<file path="config.mk">
export PLATFORM = sky130hd
export DESIGN_NAME = wall_sprite_arbiter
export DESIGN_NICKNAME = d
export VERILOG_FILES = /design/src/rtl/wall_sprite_arbiter.sv
export SDC_FILE = /design/constraint.sdc
export NUM_CORES = 1
export LEC_CHECK = 0
export BUFFER_PORTS_ARGS = -buffer_cell sky130_fd_sc_hd__buf_2
export CORE_MARGIN = 3
export CORE_UTILIZATION = 34
export DETAILED_ROUTE_END_ITERATION = 7
export GPL_ROUTABILITY_DRIVEN = 0
export PLACE_DENSITY = 0.75
export RECOVER_POWER = 50
export SYNTH_ARGS = -nofsm -noshare
export SYNTH_HDL_FRONTEND = slang
export SYNTH_SLANG_ARGS = --single-unit
</file>
<file path="constraint.sdc">
create_clock -name Clk -period 2 [get_ports Clk]
set_input_delay 0.1 -clock Clk [delete_from_list [all_inputs] [get_ports Clk]]
set_output_delay 0.1 -clock Clk [all_outputs]
set_load 0.03 [all_outputs]
</file>
<file path="src/rtl/wall_sprite_arbiter.sv">
// Two-requester round-robin front end for the sprite frame RAM.
// Grants are combinational; responses return in grant order with a fixed latency of 2.
module wall_sprite_arbiter #(
  parameter int DEPTH  = 2112,
  parameter int ADDR_W = 12
) (
  input  logic              Clk,
  input  logic              Reset,
  input  logic              req0,
  input  logic              req1,
  input  logic [ADDR_W-1:0] addr0,
  input  logic [ADDR_W-1:0] addr1,
  output logic              gnt0,
  output logic              gnt1,
  output logic [18:0]       ram_addr,
  input  logic [4:0]        ram_data,
  output logic [1:0]        rdata,
  output logic              rvalid0,
  output logic              rvalid1,
  output logic              oor_err
);

  localparam logic [31:0] DEPTH_U = 32'(DEPTH);

  typedef struct packed {
    logic valid;
    logic id;
    logic oor;
  } tag_t;

  logic              ptr_reg, ptr_next;
  logic [18:0]       ram_addr_reg, ram_addr_next;
  logic              oor_reg, oor_next;
  tag_t              tag1_reg, tag2_reg, grant_tag;
  logic              grant_any;
  logic [ADDR_W-1:0] sel_addr;
  logic              sel_oor;
  logic              unused_ram_bits;

  // Only the palette index bits of the RAM word are used.
  assign unused_ram_bits = ^ram_data[4:2];

  // ptr_reg names the requester that wins a tie.
  always_comb begin
    gnt0 = 1'b0;
    gnt1 = 1'b0;
    if (!Reset) begin
      if (req0 && req1) begin
        gnt0 = ~ptr_reg;
        gnt1 = ptr_reg;
      end else begin
        gnt0 = req0;
        gnt1 = req1;
      end
    end
  end

  always_comb begin
    grant_any     = gnt0 | gnt1;
    sel_addr      = gnt1 ? addr1 : addr0;
    sel_oor       = (32'(sel_addr) >= DEPTH_U);
    ptr_next      = grant_any ? gnt0 : ptr_reg;
    ram_addr_next = ram_addr_reg;
    if (grant_any) begin
      ram_addr_next = sel_oor ? 19'd0 : 19'(sel_addr);
    end
    oor_next      = oor_reg | (grant_any & sel_oor);
    grant_tag     = '{valid: grant_any, id: gnt1, oor: sel_oor};
  end

  always_ff @(posedge Clk) begin
    if (Reset) begin
      ptr_reg      <= 1'b0;
      ram_addr_reg <= 19'd0;
      oor_reg      <= 1'b0;
      tag1_reg     <= '0;
      tag2_reg     <= '0;
    end else begin
      ptr_reg      <= ptr_next;
      ram_addr_reg <= ram_addr_next;
      oor_reg      <= oor_next;
      tag1_reg     <= grant_tag;
      tag2_reg     <= tag1_reg;
    end
  end

  // Stage 2 lines up with the RAM's registered data_Out.
  always_comb begin
    ram_addr = ram_addr_reg;
    oor_err  = oor_reg;
    rvalid0  = tag2_reg.valid & ~tag2_reg.id;
    rvalid1  = tag2_reg.valid & tag2_reg.id;
    rdata    = (tag2_reg.valid && !tag2_reg.oor) ? ram_data[1:0] : 2'b00;
  end

endmodule

</file>
Word-level counts from Yosys, hierarchy flattened. Index checks and enable logic that the tools add are counted.

Bits in registers: 27. Input bits: 33. Output and inout port bits: 26. Logic and storage cells: 27.

Magnitude comparators: 1. Muxes and demuxes: 7. Bitwise operators: 7. Reduce and logical (&&, ||, !) cells: 3.

Operator list (number): 2-to-1 mux 12 bit (2); >= comparator 12 bit, second input constant (1); 2-to-1 mux 1 bit (4); bitwise AND 1 bit (3); logical AND 1 bit (2); 2-to-1 mux 2 bit (1); inverter 1 bit (2); bitwise OR 1 bit (2); zero test 1 bit (1).

Logic depth before layout (Yosys ltp).
Word-level depth: 7. Mapped depth: 5. Mapped depth without buffers: 5.

Worst setup path before layout. OpenSTA, ideal clock, no wires.

Path type: flip-flop to flip-flop. From: register ptr_reg. To: register ram_addr_reg[7] (netlist: ram_addr[7]). Data arrival time: 1104 ps. Data required time: 1880 ps. Setup slack: 776 ps. Stages on the path, launching flop included: 6. Path buffers: 0. Clock period less this slack: 1224 ps. Cells stage by stage: dfxtp_1 nand2b_1 nand2_1 inv_1 mux2i_1 o2bb2ai_1.

Word-level cells in the longest chain between the ends: 5. Elaborated cells on any way between the ends: 9. Those cells by class: 1 x order compare; 6 x mux; 2 x bitwise.

Ends and longest elaborated chain: start: declaration (line 31) `logic ptr_reg, ptr_next;`; start signal: assignment (line 79) `ptr_reg <= ptr_next;`; 2-to-1 mux 1 bit (*) (line 48) `if (req0 && req1) begin`; 2-to-1 mux 1 bit (*) (line 47) `if (!Reset) begin`; net gnt1 (line 14) `output logic gnt1,`; 2-to-1 mux 12 bit (line 60) `sel_addr = gnt1 ? addr1 : addr0;`; >= comparator 12 bit (line 61) `sel_oor = (32'(sel_addr) >= DEPTH_U);`; 2-to-1 mux 12 bit (line 65) `ram_addr_next = sel_oor ? 19'd0 : 19'(sel_addr);`; end signal: assignment (line 80) `ram_addr_reg <= ram_addr_next;`; end: declaration (line 32) `logic [18:0] ram_addr_reg, ram_addr_next;`.

Mark *: on every way through the listed nets, which the timed path passes. The rest lies on a longest branch. A chain may end at the register's enable or synchronous reset.

Worst setup path after layout.
From: register ptr_reg. To: output port gnt1.

Word-level cells in the longest chain between the ends: 2.

Ends and longest elaborated chain (line): 2-to-1 mux 1 bit (48); 2-to-1 mux 1 bit (47); end: declaration (14).

Every way passes these cells.

==> flow_summary.json <==
{
  "cts_sinks": 20,
  "overflow": 0,
  "mostFrequentLayoutCells": "34 x buf_2, 20 x dfxtp_1, 14 x clkbuf_1",
  "r2r_setup_slack_ns": 0.52,
  "dpl.cell_count": 166,
  "initial_core_util_pct": 37.58,
  "worst_setup_path_end_kind": "primary output",
  "vias": 797,
  "period_needed_ns": 1.735,
  "nets": 174,
  "leakagePower_nw": 0.5953,
  "hold_path_startpoint": "addr1[1]",
  "clockBufferDepth": 2,
  "cp_slowest_cell": "nand2_1",
  "grt_setup_unrepaired": "false",
  "regToRegEndpoint": "ram_addr[7]$_SDFFE_PP0N_",
  "status": "completed",
  "finalMaxSlewViolations": 0,
  "fp.dieW_um": 59.51,
  "core_um2": 2590,
  "numCtsBuffers": 3,
  "final_common_cell": "buf_2",
  "tightest_slew_ns": 0.6153,
  "drc": 0,
  "cts_tree": "yes",
  "critPathBufInv": 2,
  "ir_drop_v": 0.0005188,
  "p_comb_share_pct": 22.9,
  "cts_resized": 0,
  "die-area_um2": 3541,
  "clk_latency_ns": 0.29,
  "antenna_found_initial": 0,
  "track_usage_pct": 11.71,
  "fmax_ghz": 0.5765,
  "async_flop_share_pct": 0,
  "syn_inst": 92,
  "setup_violations": 0,
  "grt_max_degree": 13,
  "syn_area_um2": 973.4,
  "fin_crit_sh_pct": 86.74,
  "fin_ws_ns": 0.2653,
  "first_pass_iters": 4,
  "slew_headroom_pct": 58.83,
  "fin_skew_ns": 0.006532,
  "worstPathMaxFanout": 12,
  "power.density_nw_per_um2": 729.3,
  "cts_setup_buffers": 0,
  "p_int_mw": 0.6050,
  "crit_path_start": "ptr_reg$_SDFFE_PP0N_",
  "clockRootBuffer": "clkbuf_4",
  "htreeDepth": 1,
  "synth_ff_type": "dfxtp_1",
  "p_seq_share_pct": 50.6,
  "slowest_delay_ns": 0.47,
  "final_hold_viol_count": 0,
  "dpl.hpwl_um": 1615,
  "worstPathArrival_ns": 1.63,
  "reg2regPathDepth": 5,
  "hold_depth": 3,
  "pre_cts_slack_ns": 0.4731,
  "cap_violations": 0,
  "startpoint_type": "flop",
  "crit_chain": "nand2b_1 -> nand2_1 -> inv_1 -> buf_2",
  "timing.setup.tns_ns": 0,
  "path_delay_family": "simple AND/OR/NAND/NOR gates",
  "diodes": 0,
  "path_class": "flop to primary output",
  "io_pins": 59,
  "synth_warnings": 0,
  "wirelength_um": 1995,
  "r2r_start": "ptr_reg$_SDFFE_PP0N_",
  "grt_pass1_wl_um": 3146,
  "num_rows": 18,
  "vias_per_cell": 4.688,
  "die_h_um": 59.51,
  "io_buffer_count": 48,
  "synthToLayoutAreaGrowth_pct": 22.24,
  "syn_avg_cell_area_um2": 10.58,
  "postCtsHoldBufs": 0,
  "switching_share_pct": 30.28,
  "synth_seq_cells": 20,
  "wl_per_cell_um": 11.74,
  "grt_pass1_vias": 776,
  "clock_power_share_pct": 26.5,
  "instances_no_fill": 170,
  "yosysSeqAreaShare_pct": 41.13,
  "ys_types": 29,
  "p_sw_mw": 0.2627,
  "whs_endpoint": "ram_addr[1]$_SDFFE_PP0N_",
  "clk_pin_slew_worst_paths_ns": 0.11,
  "ant_nets": 0,
  "largest_register_ffs": 12,
  "hold_path.class": "input port to flop",
  "drtIter0Drc": 9,
  "worstPathRequired_ns": 1.90,
  "drive_gt1_share_pct": 30.71,
  "synth_edf_count": 0
}
[worst max path at each step]
| stage | end | slack [ns] | cells past startpoint |
|---|---|---|---|
| after floorplan | ram_addr[7]$_SDFFE_PP0N_ | 0.78 | 5 |
| after global placement | ram_addr[7]$_SDFFE_PP0N_ | 0.55 | 5 |
| after detailed placement | ram_addr[7]$_SDFFE_PP0N_ | 0.47 | 5 |
| after CTS | gnt1 | 0.20 | 4 |
| after global routing | gnt1 | 0.1 | 4 |
| final | gnt1 | 0.27 | 4 |
[synth_stat cells (all sizes together) (2+ instances only)]
cell type	number	area share, %
and2	3	1.9
and3b	2	1.8
buf	10	8.9
dfxtp	20	41
inv	5	1.9
mux2i	11	11
nand2	3	1.2
nand3	2	1.0
nor2	6	4.8
nor2b	5	4.0
nor3	2	1.0
o22ai	2	1.9
o2bb2ai	11	9.9
[area by class of cell]
type / instances / area (um2)
Inverter: 5 / 18.77
Sequential cell: 20 / 400.4
Multi-Input combinational cell: 63 / 474.2
Fill cell: 254 / 1400
Tap cell: 30 / 37.54
Timing Repair Buffer: 48 / 222.7
Clock buffer: 4 / 36.28
[worst reg2reg max path, cell delays in order, from the launching register on]
cell       delay, ns
dfxtp_1         0.36
nand2b_1        0.17
nand2_1         0.38
inv_1           0.21
mux2i_1         0.20
o2bb2ai_1       0.07
[routing by layer]
layer  track usage (%)  wire length, um  vias to the layer above
li1                  -                -                      407
met1             13.06              851                      345
met2             20.44              916                       43
met3             3.704              207                        2
met4             4.747               20                        0
met5                 0                0                        -
[metrics by stage]
stage	util [%]	total power, mW	hold slack [ns]	area [um2]
final	45.94	0.8678	0.06338	1190
after global routing	45.94	0.9144	0.05909	1190
after CTS	47.25	0.8915	0.05540	1224
after detailed placement	45.85	0.6588	0.3823	1187
after global placement	45.85	0.6529	0.3639	1187
after floorplan	-	0.6056	0.2749	996.0
[cells by family (layout without fill, tap and decap cells)]
family / after synthesis / count (layout) / share of synthesized area, %
and+or+nand+nor: 26 / 26 / 17.87
DFF: 20 / 20 / 41.13
AOI/OAI and AO/OA: 19 / 19 / 18.51
buffers and inverters: 15 / 57 / 10.80
muxes: 11 / 11 / 11.31
other: 1 / 7 / 0.3852
[power groups by stage]
stage          combinational, mW  sequential [mW]  clock (mW)
2_1_floorplan              0.120            0.485           0
3_3_place_gp               0.207            0.446           0
3_5_place_dp               0.212            0.447           0
4_1_cts                    0.212            0.439       0.241
5_1_grt                    0.217            0.443       0.255
6_report                   0.199            0.439       0.230
Note: power is estimated with default switching activity, not from simulation.
